**config.mk**
```make
export PLATFORM = sky130hd
export DESIGN_NAME = wall_ctrl_multi_flat
export DESIGN_NICKNAME = d
export VERILOG_FILES = /design/src/rtl/wall_ctrl_multi_if.sv /design/src/rtl/wall_ctrl_multi.sv /design/src/flat_wrapper.sv
export SDC_FILE = /design/constraint.sdc
export NUM_CORES = 1
export LEC_CHECK = 0
export BUFFER_PORTS_ARGS = -buffer_cell sky130_fd_sc_hd__buf_4
export CAP_MARGIN = 0
export CELL_PAD_IN_SITES_DETAIL_PLACEMENT = 1
export CELL_PAD_IN_SITES_GLOBAL_PLACEMENT = 1
export CORE_MARGIN = 2
export CORE_UTILIZATION = 44
export DETAILED_ROUTE_END_ITERATION = 8
export GPL_ROUTABILITY_DRIVEN = 0
export GPL_TIMING_DRIVEN = 0
export PLACE_DENSITY_LB_ADDON = 0.1
export SLEW_MARGIN = 20
export SYNTH_ARGS = -nofsm -noshare
export SYNTH_HDL_FRONTEND = slang
export SYNTH_SLANG_ARGS = --single-unit
```
**constraint.sdc**
```tcl
create_clock -name clk -period 3.7 [get_ports clk]
set_input_delay 0.74 -clock clk [delete_from_list [all_inputs] [get_ports clk]]
set_output_delay 0.74 -clock clk [all_outputs]
set_load 0.01 [all_outputs]
```
**src/rtl/wall_ctrl_multi_if.sv**
```systemverilog
`default_nettype none
// +----------------------------------------------------------------------+
// | wall_ctrl_multi_if                                                   |
// | Draw-job handshake between the wall controller and the pixel drawer. |
// | Rev 1.0                                                              |
// +----------------------------------------------------------------------+
interface wall_ctrl_multi_if #(
  parameter int ID_W  = 2,
  parameter int POS_W = 8
);
  logic             draw_req;
  logic [ID_W-1:0]  draw_id;
  logic [POS_W-1:0] draw_x;
  logic             draw_erase;
  logic             draw_done;

  modport master (
    output draw_req, draw_id, draw_x, draw_erase,
    input  draw_done
  );

  modport slave (
    input  draw_req, draw_id, draw_x, draw_erase,
    output draw_done
  );
endinterface
`default_nettype wire

```
**src/rtl/wall_ctrl_multi.sv**
```systemverilog
`default_nettype none
// +----------------------------------------------------------------------+
// | wall_ctrl_multi                                                      |
// | NUM_WALLS wall FSMs sharing one round-robin arbitrated draw port.    |
// | Optional macro WALL_ERASE_EN adds an erase job before every move.    |
// | Rev 1.0                                                              |
// +----------------------------------------------------------------------+
module wall_ctrl_multi #(
  parameter int NUM_WALLS = 4,
  parameter int ID_W      = 2,
  parameter int POS_W     = 8,
  parameter int POS_MAX   = 159,
  parameter int STEP      = 4
) (
  input  wire logic                       clk,
  input  wire logic                       resetn,
  input  wire logic [NUM_WALLS-1:0]       go,
  input  wire logic [NUM_WALLS-1:0]       touched,
  input  wire logic                       tick,
  input  wire logic                       restart,
  wall_ctrl_multi_if.master               drw,
  output logic      [4*NUM_WALLS-1:0]     state_flat,
  output logic      [POS_W*NUM_WALLS-1:0] pos_flat,
  output logic                            all_stopped
);

  typedef enum logic [3:0] {
    S_READY = 4'b0101,
    S_MOVE  = 4'b0110,
    S_STOP  = 4'b0111,
    S_DRAW  = 4'b1000
`ifdef WALL_ERASE_EN
    , S_ERASE = 4'b1001
`endif
  } state_t;

  localparam logic [POS_W-1:0] C_POS_MAX = POS_W'(POS_MAX);
  localparam logic [POS_W-1:0] C_STEP    = POS_W'(STEP);
  localparam logic [ID_W-1:0]  C_RR_INIT = ID_W'(NUM_WALLS - 1);

  state_t           r_state    [NUM_WALLS];
  state_t           w_state_nx [NUM_WALLS];
  state_t           r_after    [NUM_WALLS];
  state_t           w_after_nx [NUM_WALLS];
  logic [POS_W-1:0] r_pos      [NUM_WALLS];
  logic [POS_W-1:0] w_pos_nx   [NUM_WALLS];
  logic [NUM_WALLS-1:0] r_hit;
  logic [NUM_WALLS-1:0] w_hit_nx;
`ifdef WALL_ERASE_EN
  logic [POS_W-1:0] r_old_pos    [NUM_WALLS];
  logic [POS_W-1:0] w_old_pos_nx [NUM_WALLS];
`endif

  logic [NUM_WALLS-1:0] w_busy;
  logic [NUM_WALLS-1:0] w_stop;
  logic [NUM_WALLS-1:0] w_done;

  logic             r_req;
  logic [ID_W-1:0]  r_id;
  logic [POS_W-1:0] r_x;
  logic [ID_W-1:0]  r_rr;
  logic             w_found;
  logic [ID_W-1:0]  w_pick;
  logic [POS_W-1:0] w_pick_x;
  int               w_idx;
`ifdef WALL_ERASE_EN
  logic             r_erase;
  logic             w_pick_erase;
`endif

  for (genvar g = 0; g < NUM_WALLS; g++) begin : g_wall_flat
`ifdef WALL_ERASE_EN
    assign w_busy[g] = (r_state[g] == S_DRAW) || (r_state[g] == S_ERASE);
`else
    assign w_busy[g] = (r_state[g] == S_DRAW);
`endif
    assign w_stop[g] = (r_state[g] == S_STOP);
    // Only the wall currently holding the grant sees the drawer's done pulse.
    assign w_done[g] = r_req && drw.draw_done && (r_id == ID_W'(g));
    assign state_flat[4*g +: 4]         = r_state[g];
    assign pos_flat[POS_W*g +: POS_W]   = r_pos[g];
  end

  assign all_stopped = &w_stop;

  // Per-wall next-state logic.
  always_comb begin
    for (int i = 0; i < NUM_WALLS; i++) begin
      w_state_nx[i] = r_state[i];
      w_after_nx[i] = r_after[i];
      w_pos_nx[i]   = r_pos[i];
      w_hit_nx[i]   = r_hit[i];
`ifdef WALL_ERASE_EN
      w_old_pos_nx[i] = r_old_pos[i];
`endif
      case (r_state[i])
        S_READY: begin
          if (go[i]) begin
            w_state_nx[i] = S_DRAW;
            w_after_nx[i] = S_MOVE;
          end
        end
        S_MOVE: begin
          if (touched[i]) begin
            w_state_nx[i] = S_STOP;
          end else if (tick) begin
            w_pos_nx[i]   = (r_pos[i] < C_STEP) ? C_POS_MAX : r_pos[i] - C_STEP;
            w_after_nx[i] = S_MOVE;
`ifdef WALL_ERASE_EN
            w_old_pos_nx[i] = r_pos[i];
            w_state_nx[i]   = S_ERASE;
`else
            w_state_nx[i]   = S_DRAW;
`endif
          end
        end
        S_DRAW: begin
          if (touched[i]) begin
            w_hit_nx[i] = 1'b1;
          end
          if (w_done[i]) begin
            w_state_nx[i] = r_hit[i] ? S_STOP : r_after[i];
            w_hit_nx[i]   = 1'b0;
          end
        end
`ifdef WALL_ERASE_EN
        S_ERASE: begin
          if (touched[i]) begin
            w_hit_nx[i] = 1'b1;
          end
          if (w_done[i]) begin
            w_state_nx[i] = S_DRAW;
          end
        end
`endif
        S_STOP: begin
          if (restart) begin
            w_state_nx[i] = S_READY;
            w_pos_nx[i]   = C_POS_MAX;
          end
        end
        default: begin
          w_state_nx[i] = S_READY;
        end
      endcase
    end
  end

  always_ff @(posedge clk or negedge resetn) begin
    if (!resetn) begin
      for (int i = 0; i < NUM_WALLS; i++) begin
        r_state[i] <= S_READY;
        r_after[i] <= S_READY;
        r_pos[i]   <= C_POS_MAX;
`ifdef WALL_ERASE_EN
        r_old_pos[i] <= C_POS_MAX;
`endif
      end
      r_hit <= '0;
    end else begin
      for (int i = 0; i < NUM_WALLS; i++) begin
        r_state[i] <= w_state_nx[i];
        r_after[i] <= w_after_nx[i];
        r_pos[i]   <= w_pos_nx[i];
`ifdef WALL_ERASE_EN
        r_old_pos[i] <= w_old_pos_nx[i];
`endif
      end
      r_hit <= w_hit_nx;
    end
  end

  // Round-robin search starting one past the last granted wall.
  always_comb begin
    w_found  = 1'b0;
    w_pick   = '0;
    w_pick_x = '0;
    w_idx    = 0;
`ifdef WALL_ERASE_EN
    w_pick_erase = 1'b0;
`endif
    for (int k = 1; k <= NUM_WALLS; k++) begin
      w_idx = int'(r_rr) + k;
      if (w_idx >= NUM_WALLS) begin
        w_idx = w_idx - NUM_WALLS;
      end
      if (!w_found && w_busy[w_idx]) begin
        w_found  = 1'b1;
        w_pick   = ID_W'(w_idx);
`ifdef WALL_ERASE_EN
        w_pick_erase = (r_state[w_idx] == S_ERASE);
        w_pick_x     = w_pick_erase ? r_old_pos[w_idx] : r_pos[w_idx];
`else
        w_pick_x     = r_pos[w_idx];
`endif
      end
    end
  end

  // A job launches only from idle, which guarantees an idle cycle between jobs.
  always_ff @(posedge clk or negedge resetn) begin
    if (!resetn) begin
      r_req <= 1'b0;
      r_id  <= '0;
      r_x   <= '0;
      r_rr  <= C_RR_INIT;
`ifdef WALL_ERASE_EN
      r_erase <= 1'b0;
`endif
    end else if (r_req) begin
      if (drw.draw_done) begin
        r_req <= 1'b0;
      end
    end else if (w_found) begin
      r_req <= 1'b1;
      r_id  <= w_pick;
      r_x   <= w_pick_x;
      r_rr  <= w_pick;
`ifdef WALL_ERASE_EN
      r_erase <= w_pick_erase;
`endif
    end
  end

  assign drw.draw_req = r_req;
  assign drw.draw_id  = r_id;
  assign drw.draw_x   = r_x;
`ifdef WALL_ERASE_EN
  assign drw.draw_erase = r_erase;
`else
  assign drw.draw_erase = 1'b0;
`endif

endmodule
`default_nettype wire

```
**src/flat_wrapper.sv**
```systemverilog
// flat-port wrapper written by rule: the top's interface ports become plain ports
module wall_ctrl_multi_flat 
#(
  parameter int NUM_WALLS = 4,
  parameter int ID_W      = 2,
  parameter int POS_W     = 8,
  parameter int POS_MAX   = 159,
  parameter int STEP      = 4
)
  (clk, resetn, go, touched, tick, restart, state_flat, pos_flat, all_stopped, drw_draw_req, drw_draw_id, drw_draw_x, drw_draw_erase, drw_draw_done);
  wall_ctrl_multi_if #(.ID_W(ID_W), .POS_W(POS_W)) drw_i ();
  input  wire logic clk;
  input  wire logic resetn;
  input  wire logic [NUM_WALLS-1:0] go;
  input  wire logic [NUM_WALLS-1:0] touched;
  input  wire logic tick;
  input  wire logic restart;
  output logic      [4*NUM_WALLS-1:0] state_flat;
  output logic      [POS_W*NUM_WALLS-1:0] pos_flat;
  output logic all_stopped;
  output wire logic [$bits(drw_i.draw_req)-1:0] drw_draw_req;
  output wire logic [$bits(drw_i.draw_id)-1:0] drw_draw_id;
  output wire logic [$bits(drw_i.draw_x)-1:0] drw_draw_x;
  output wire logic [$bits(drw_i.draw_erase)-1:0] drw_draw_erase;
  input wire logic [$bits(drw_i.draw_done)-1:0] drw_draw_done;
  assign drw_draw_req = drw_i.draw_req;
  assign drw_draw_id = drw_i.draw_id;
  assign drw_draw_x = drw_i.draw_x;
  assign drw_draw_erase = drw_i.draw_erase;
  assign drw_i.draw_done = drw_draw_done;
  wall_ctrl_multi #(.NUM_WALLS(NUM_WALLS), .ID_W(ID_W), .POS_W(POS_W), .POS_MAX(POS_MAX), .STEP(STEP)) u_core (.clk(clk), .resetn(resetn), .go(go), .touched(touched), .tick(tick), .restart(restart), .drw(drw_i), .state_flat(state_flat), .pos_flat(pos_flat), .all_stopped(all_stopped));
endmodule
```
==> results_dict.tcl, run 1 <==
set metrics [dict create \
    status "completed" \
    final.fill_count 1199 \
    antennaDiodeCount 0 \
    cts.htree.levels 3 \
    slowest_delay_ps 570 \
    rows 36 \
    grt_max_degree 69 \
    area_growth_pct 20.0 \
    port-buffer-count 71 \
    cts_sinks 68 \
    syn_area_um2 4410 \
    crit_chain "clkbuf_1, nand3_1, nor4_1, buf_4" \
    cp.required_ps 2960 \
    drv_slew 0 \
    route.detailed.wl_per_inst_um 19.2 \
    power.density_nw_per_um2 775 \
    avgSynthCellArea_um2 8.70 \
    first_pass_iters 6 \
    pwr-share-comb 0.510 \
    initial_core_util 0.451 \
    setup_viol 0 \
    core_area_um2 9770 \
    grt_pass1_wl_mm 23.3 \
    finish.utilization 0.541 \
    globalRouteTotalUtil 0.268 \
    hold_viol_final 0 \
    dp_hpwl_mm 10.4 \
    synth_nets 524 \
    tightest_slew_ps 927 \
    crit_arrival_ps 2150 \
    cts-resized-gates 0 \
    drcViolationCount 0 \
    clock_latency_ps 350 \
    overflow 0 \
    instances_no_fill 727 \
    slew_headroom 0.380 \
    drive_above_1_share 0.259 \
    yosys_warnings 0 \
    clock_skew_ps 6.78 \
    synth_cell_types 64 \
    fin_crit_ps 2890 \
    regArea_um2 1740 \
    holdBufCountCts 0 \
    power.internal_mw 2.32 \
    p_leak_nw 2.22 \
    die_w_um 104 \
    min_delay_path_depth 1 \
    detail-route-antenna-nets 0 \
    p_sw_frac 0.433 \
    grt_pass1_vias 4609 \
    power_frac_seq 0.348 \
    synth-async-reset-ratio 1.00 \
    startpoint_type "flop" \
    routed_wl_mm 14.0 \
    antenna_found_initial 0 \
    switchingPower_mw 1.78 \
    die_h_um 104 \
    cts_buffer_depth 2 \
    period_share 0.782 \
    clk_pin_slew_ps 70 \
    critPathKind "reg -> out" \
    crit_path_top_delay_cell "dfstp_2" \
    peakVddDrop_uv 290 \
    hold_path.class "reg -> reg" \
    cts-buffers-inserted 9 \
    synth-seq-area-share 0.395 \
    rsz0062_at_grt "no" \
    drv_cap 0 \
    drt_iter0_markers 324 \
    cts-root-buf "clkbuf_8" \
    die_area_um2 10800 \
    viasPerCell 5.96 \
    io_pins 74 \
    r2r_cells 6 \
    postCtsSetupRepairBufs 0 \
    fin_setup_tns_ps 0 \
    num_vias 4335 \
    fin_nets 606 \
    numPlacedInstances 711 \
    crit_fanout 10 \
    cp-end-kind "output port" \
    synthCells 507 \
    rrSetupSlack_ps 820 \
    synth_edf_count 0 \
    p_total_mw 4.10 \
    multiInputGateArea_um2 2430 \
    synth_seq_cells 68 \
    synthFlopType "dfstp_2" \
    fmax_ghz 0.345 \
    pwr-share-clk 0.142 \
    cts_tree "built" \
]
## through the flow
step | setup slack (ps) | area (µm²) | hold slack, ps
6_report | 805 | 5290 | 468
5_1_grt | 628 | 5290 | 490
4_1_cts | 841 | 5290 | 471
3_5_place_dp | 886 | 5110 | 453
3_3_place_gp | 927 | 5110 | 446
2_1_floorplan | 1430 | 4410 | 429
## power by group through the flow
| stage | logic, mW | registers [mW] | clock network (mW) |
|---|---|---|---|
| after global placement | 2.00 | 1.41 | 0 |
| after detailed placement | 2.08 | 1.43 | 0 |
| final | 2.09 | 1.43 | 0.581 |
| after global routing | 2.30 | 1.48 | 0.623 |
| after CTS | 2.10 | 1.43 | 0.590 |
| after floorplan | 1.26 | 1.44 | 0 |
## synthesized netlist by cell type, drive strengths merged, types with 5 or more instances
library cell	number	area, µm²
nand3	17	85.1
a21o	7	52.6
o221ai	5	43.8
mux2i	28	280
dfrtp	34	851
o32a	11	113
o21ai	34	174
a22oi	6	50.1
clkbuf	16	60.1
nor3b	5	37.5
or2	8	50.1
nor3	17	85.1
o21a	7	52.6
o31ai	6	45.0
nor2b	8	50.1
nand2b	7	43.8
a31oi	8	50.1
nor2	72	273
a21oi	38	194
o22ai	6	37.5
nand2	29	109
and2	5	31.3
dfstp	34	893
buf	17	115
inv	17	63.8
nor4	11	68.8
## state kept, by name, indices dropped and copies added (netlist names)
name / count
u_core.pos_flat: 28
u_core.state_flat: 16
u_core.r_after: 8
u_core.drw.draw_x: 7
u_core.r_hit: 4
u_core.drw.draw_id: 2
u_core.r_rr: 2
u_core.drw.draw_req: 1
## worst max-delay path: cells and delay by family (launching register included)
| kind | cells | cell delay (ps) |
|---|---|---|
| simple gates | 2 | 700 |
| flops | 1 | 570 |
| buf+inv | 2 | 530 |
## layer usage
metal | wire length [µm] | global-route usage | share of wire
met5 | 0 | 0 | 0
met4 | 311 | 0.107 | 0.022
met3 | 613 | 0.0370 | 0.044
met2 | 7110 | 0.472 | 0.51
met1 | 5940 | 0.331 | 0.43
## final cells by class
class                           count  share of cell area
Clock buffer                       15              0.0333
Inverter                           17              0.0121
Multi-Input combinational cell    389               0.459
Buffer                             33              0.0331
Timing Repair Buffer               71               0.101
Sequential cell                    68               0.330
Tap cell                          133              0.0314
Clock inverter                      1            0.000946
## logic make-up after synthesis
kind of cell,share of synthesized area
compound gates,0.224
fa+ha+maj,0.0113
buf+inv,0.0542
flops,0.395
mux,0.0789
other cells,0.000850
simple gates,0.235
## cells in the final DEF, fill, tap and decap left out, types with 5 or more instances in the layout
master,instances
nor2_1,71
nor4_1,11
clkbuf_1,19
dfrtp_1,34
nor2b_1,8
a21oi_1,37
nor3b_1,5
nor3_1,17
a31oi_1,8
o22ai_1,6
o31ai_1,6
nand2_1,29
o21ai_0,33
clkbuf_8,12
or2_2,7
nand3_1,17
a21o_1,7
mux2i_1,28
nand2b_1,7
dfstp_2,34
o21a_1,7
and2_1,5
o221ai_1,5
buf_4,77
a22oi_1,5
o32a_1,9
buf_2,5
inv_1,17
## path summary, 6_finish.rpt
path                                                         from                                to
worst max-delay path            u_core.state_flat[12]$_DFFE_PN1P_                       all_stopped
worst min-delay path                u_core.r_after[9]$_DFFE_PN0P_     u_core.r_after[9]$_DFFE_PN0P_
max in group asynchronous                                  resetn   u_core.pos_flat[29]$_DFFE_PN0P_
min in group asynchronous                                  resetn  u_core.state_flat[1]$_DFFE_PN0P_
worst min register to register      u_core.r_after[9]$_DFFE_PN0P_     u_core.r_after[9]$_DFFE_PN0P_
worst max register to register   u_core.state_flat[9]$_DFFE_PN0P_  u_core.drw.draw_x[5]$_DFFE_PN0P_
No activity file was read; power rests on OpenSTA's default activity.
==> run 2: changes to the inputs <==
Settings changed: CORE_UTILIZATION 44 to 43.
Clock period 3.7 ns to 3.05 ns, I/O delays scaled along.
==> results_dict.tcl, run 2 (synthesis results as in run 1) <==
set metrics [dict create \
    status "completed" \
    drive_above_1_share 0.261 \
    r2r_cells 6 \
    die_w_um 105 \
    pwr-share-comb 0.506 \
    antenna_found_initial 0 \
    crit_fanout 10 \
    hold_viol_final 0 \
    drv_cap 0 \
    cts_tree "built" \
    dp_hpwl_mm 10.5 \
    holdBufCountCts 0 \
    drt_iter0_markers 279 \
    rows 36 \
    first_pass_iters 5 \
    layout_commonest_cell "buf_4" \
    cts-resized-gates 0 \
    cp.depth 6 \
    drv_slew 0 \
    rsz0062_at_grt "no" \
    power.density_nw_per_um2 957 \
    clock_skew_ps 11.5 \
    cts-buffers-inserted 9 \
    core_area_um2 9860 \
    power_frac_seq 0.342 \
    crit_arrival_ps 3110 \
    final_cell_mix "buf_4, nor2_1, a21oi_1, dfrtp_1, dfstp_2" \
    grt_max_degree 69 \
    slew_headroom 0.410 \
    initial_core_util 0.447 \
    power.internal_mw 2.89 \
    cts_sinks 68 \
    crit_path_top_delay_cell "a21oi_2" \
    tightest_slew_ps 886 \
    route.detailed.wl_per_inst_um 19.8 \
    routed_wl_mm 14.4 \
    largest_register_ffs 28 \
    startpoint_type "flop" \
    cts-root-buf "clkbuf_8" \
    hold_path.class "in -> async" \
    holdWs_ps 363 \
    fmax_ghz 0.347 \
    num_vias 4401 \
    cts.htree.levels 3 \
    io_pins 74 \
    fin_nets 606 \
    grt_pass1_vias 4550 \
    fin_setup_tns_ps 0 \
    antennaDiodeCount 0 \
    cp.required_ps 3280 \
    final.fill_count 1214 \
    p_leak_nw 2.23 \
    drcViolationCount 0 \
    crit_chain "nor4b_1, clkbuf_1, nor2_1, a21oi_2, o221ai_1, o32a_1" \
    switchingPower_mw 2.21 \
    crit_buf_inv 1 \
    slowest_delay_ps 500 \
    grt_pass1_wl_mm 23.7 \
    postCtsSetupRepairBufs 0 \
    die_h_um 105 \
    viasPerCell 6.05 \
    globalRouteTotalUtil 0.268 \
    p_sw_frac 0.433 \
    peakVddDrop_uv 404 \
    port-buffer-count 71 \
    overflow 0 \
    clock_latency_ps 350 \
    cp-end-kind "flop" \
    cts_buffer_depth 2 \
    clk_pin_slew_ps 80 \
    period_share 0.944 \
    cp_top_family "compound AO/OA/AOI/OAI gates" \
    setup_viol 0 \
    detail-route-antenna-nets 0 \
    critPathKind "reg -> reg" \
    fin_crit_ps 2880 \
    pwr-share-clk 0.152 \
    die_area_um2 11100 \
    area_growth_pct 20.6 \
]
run 2: cell count changes in the layout (fill, tap and decap cells not counted), sizes merged:
cell and delta:
bufinv +1, clkbuf -1
run 2: layer usage:
layer	GRT usage	routed length, µm
met1	0.338	6070
met2	0.470	7320
met3	0.0365	723
met4	0.0924	290
met5	0	0
run 2: power by group through the flow:
stage | clock network [mW] | registers (mW) | logic (mW)
floorplan | 0 | 1.74 | 1.53
global placement | 0 | 1.72 | 2.44
detailed placement | 0 | 1.74 | 2.53
CTS | 0.787 | 1.74 | 2.55
global route | 0.828 | 1.80 | 2.82
finish | 0.774 | 1.74 | 2.57
run 2: layout make-up:
type,instances,area (µm²),share of cell area
repair buffers,71,533,0.100
well taps,133,166,0.0313
clock buffers,14,163,0.0306
flip-flops and latches,68,1740,0.328
multi-input cells,389,2440,0.458
clock inverters,2,35.0,0.00659
inverters,17,63.8,0.0120
plain buffers,33,176,0.0332
run 2: stage by stage:
step / instances / area [µm²] / total power [mW] / utilization / setup WS [ps]
after global routing: 727 / 5320 / 5.45 / 0.539 / 33.0
after CTS: 727 / 5310 / 5.08 / 0.538 / 210
final: 727 / 5320 / 5.09 / 0.539 / 171
after floorplan: 507 / 4410 / 3.28 / - / 784
after global placement: 711 / 5110 / 4.15 / 0.518 / 247
after detailed placement: 711 / 5110 / 4.28 / 0.518 / 211
run 2: path summary, 6_finish.rpt:
check | end | from | slack [ps]
max | u_core.drw.draw_x[2]$_DFFE_PN0P_ | u_core.state_flat[13]$_DFFE_PN0P_ | 170
min | u_core.state_flat[3]$_DFFE_PN0P_ | resetn | 360
max reg2reg | u_core.drw.draw_x[2]$_DFFE_PN0P_ | u_core.state_flat[13]$_DFFE_PN0P_ | 170
min reg2reg | u_core.r_after[9]$_DFFE_PN0P_ | u_core.r_after[9]$_DFFE_PN0P_ | 470
max in group asynchronous | u_core.drw.draw_x[7]$_DFFE_PN0P_ | resetn | 2080
min in group clk | u_core.r_after[9]$_DFFE_PN0P_ | u_core.r_after[9]$_DFFE_PN0P_ | 470
==> run 3: changes to the inputs <==
Settings changed: ABC_AREA set to 1, CORE_MARGIN 2 to unset, CORE_UTILIZATION 43 to 40.
==> results_dict.tcl, run 3 <==
set metrics [dict create \
    synthCells 671 \
    area_growth_pct 20.3 \
    grt_pass1_wl_mm 23.6 \
    grt_max_degree 69 \
    synthFlopType "dfstp_2" \
    critPathKind "reg -> out" \
    cts_buffer_depth 2 \
    netlist.area_leader.share 0.198 \
    cts.htree.levels 3 \
    holdBufCountCts 0 \
    cp-end-kind "output port" \
    crit_arrival_ps 2110 \
    cp_top_family "simple AND/OR/NAND/NOR gates" \
    fin_setup_tns_ps 0 \
    holdWs_ps 347 \
    synth_seq_cells 68 \
    startpoint_type "flop" \
    detail-route-antenna-nets 0 \
    cts-buffers-inserted 9 \
    synth_nets 688 \
    setup_viol 0 \
    drv_cap 0 \
    period_share 0.891 \
    slew_headroom 0.422 \
    port-buffer-count 72 \
    io_pins 74 \
    drive_above_1_share 0.200 \
    yosys_warnings 0 \
    final.fill_count 1466 \
    crit_path_top_delay_cell "dfstp_2" \
    drv_slew 0 \
    routed_wl_mm 14.4 \
    fin_nets 771 \
    p_leak_nw 2.78 \
    postCtsSetupRepairBufs 0 \
    core_area_um2 10900 \
    clk_pin_slew_ps 70 \
    layout_commonest_cell "nand2_1" \
    die_w_um 108 \
    synth.top_cells.by_count "nand2_1, inv_1, o21ai_0" \
    largest_register_ffs 28 \
    num_vias 4703 \
    fmax_ghz 0.368 \
    antennaDiodeCount 0 \
    power.density_nw_per_um2 944 \
    yosys.area_share.xor_xnor 0.00972 \
    cts_sinks 68 \
    regArea_um2 1740 \
    peakVddDrop_uv 341 \
    multiInputGateArea_um2 2240 \
    clock_skew_ps 11.3 \
    muxShareOfSynthArea 0 \
    die_h_um 108 \
    synth-seq-area-share 0.387 \
    cts-root-buf "clkbuf_8" \
    synth_compound_area_frac 0.152 \
    overflow 0 \
    final_cell_mix "nand2_1, inv_1, o21ai_0, buf_4, nor2_1" \
    yosysMostFrequentCell "nand2_1" \
    synth-simple-area-share 0.324 \
    drcViolationCount 0 \
    cts-resized-gates 0 \
    drt_iter0_markers 133 \
    synth_area_leader_cell "dfstp_2" \
    synth_area_leaders "dfstp_2, dfrtp_1, nand2_1, o21ai_0, inv_1" \
    rsz0062_at_grt "no" \
    initial_core_util 0.414 \
    hold_viol_final 0 \
    first_pass_iters 5 \
    clock_latency_ps 380 \
    synth_edf_count 0 \
    crit_chain "nand2_1, nor2_1, inv_1, nor2_1, inv_1, nor4_1, buf_4" \
    route.detailed.wl_per_inst_um 16.0 \
    crit_buf_inv 3 \
    synth-async-reset-ratio 1.00 \
    hold_path.class "in -> async" \
    synthAdderAreaFrac 0.0111 \
    synth_top_family_by_area "simple AND/OR/NAND/NOR gates" \
    cts_tree "built" \
    fin_crit_ps 2720 \
    grt_pass1_vias 4856 \
    synth_cell_types 36 \
    viasPerCell 5.23 \
    status "completed" \
    slowest_delay_ps 570 \
    rows 38 \
    dp_hpwl_mm 11.2 \
    tightest_slew_ps 866 \
    cp.required_ps 2440 \
    crit_fanout 4 \
    globalRouteTotalUtil 0.264 \
    die_area_um2 11700 \
    syn_area_um2 4510 \
    avgSynthCellArea_um2 6.71 \
    antenna_found_initial 0 \
]
==> run 3: report_power, final <==
part	internal, mW	total, mW	switching (mW)
logic	0.978	2.74	1.76
registers	1.29	1.59	0.301
clock network	0.423	0.792	0.369
==> run 3: worst paths after layout <==
check	start	end	slack, ps	cells after the start
max in group asynchronous	resetn	u_core.state_flat[1]$_DFFE_PN0P_	2140	1
hold / removal	resetn	u_core.pos_flat[29]$_DFFE_PN0P_	350	1
hold reg to reg	u_core.r_after[4]$_DFFE_PN1P_	u_core.r_after[4]$_DFFE_PN1P_	460	2
setup reg to reg	u_core.r_rr[0]$_DFFE_PN1P_	u_core.drw.draw_id[0]$_DFFE_PN0P_	710	9
min in group clk	u_core.r_after[4]$_DFFE_PN1P_	u_core.r_after[4]$_DFFE_PN1P_	460	2
setup / recovery	u_core.state_flat[6]$_DFFE_PN1P_	all_stopped	330	7
==> run 3: per-stage QoR <==
| stage | setup WS (ps) | utilization | area, µm² | power (mW) | cells |
|---|---|---|---|---|---|
| after floorplan | 1070 | - | 4510 | 3.26 | 671 |
| after global placement | 788 | 0.480 | 5220 | 4.21 | 883 |
| after detailed placement | 754 | 0.480 | 5220 | 4.33 | 883 |
| after CTS | 330 | 0.498 | 5420 | 5.15 | 899 |
| after global routing | 176 | 0.498 | 5420 | 5.55 | 899 |
| final | 331 | 0.498 | 5420 | 5.12 | 899 |
==> run 3: cells by family after synthesis <==
family	count (synthesis)
compound gates	130
xor+xnor	2
flops	68
other cells	1
simple gates	342
buf+inv	124
fa+ha+maj	4
==> run 3: cell type report <==
type | count | area share
well taps | 140 | 0.0323
clock inverters | 2 | 0.00647
multi-input cells | 479 | 0.414
flip-flops and latches | 68 | 0.322
repair buffers | 72 | 0.0997
clock buffers | 14 | 0.0300
plain buffers | 20 | 0.0238
inverters | 104 | 0.0720
==> run 3: layer usage <==
layer	vias up	track usage	wire (µm)
li1	2318	-	-
met1	2270	0.324	6400
met2	90	0.448	7060
met3	25	0.0404	540
met4	0	0.137	412
met5	-	0	0
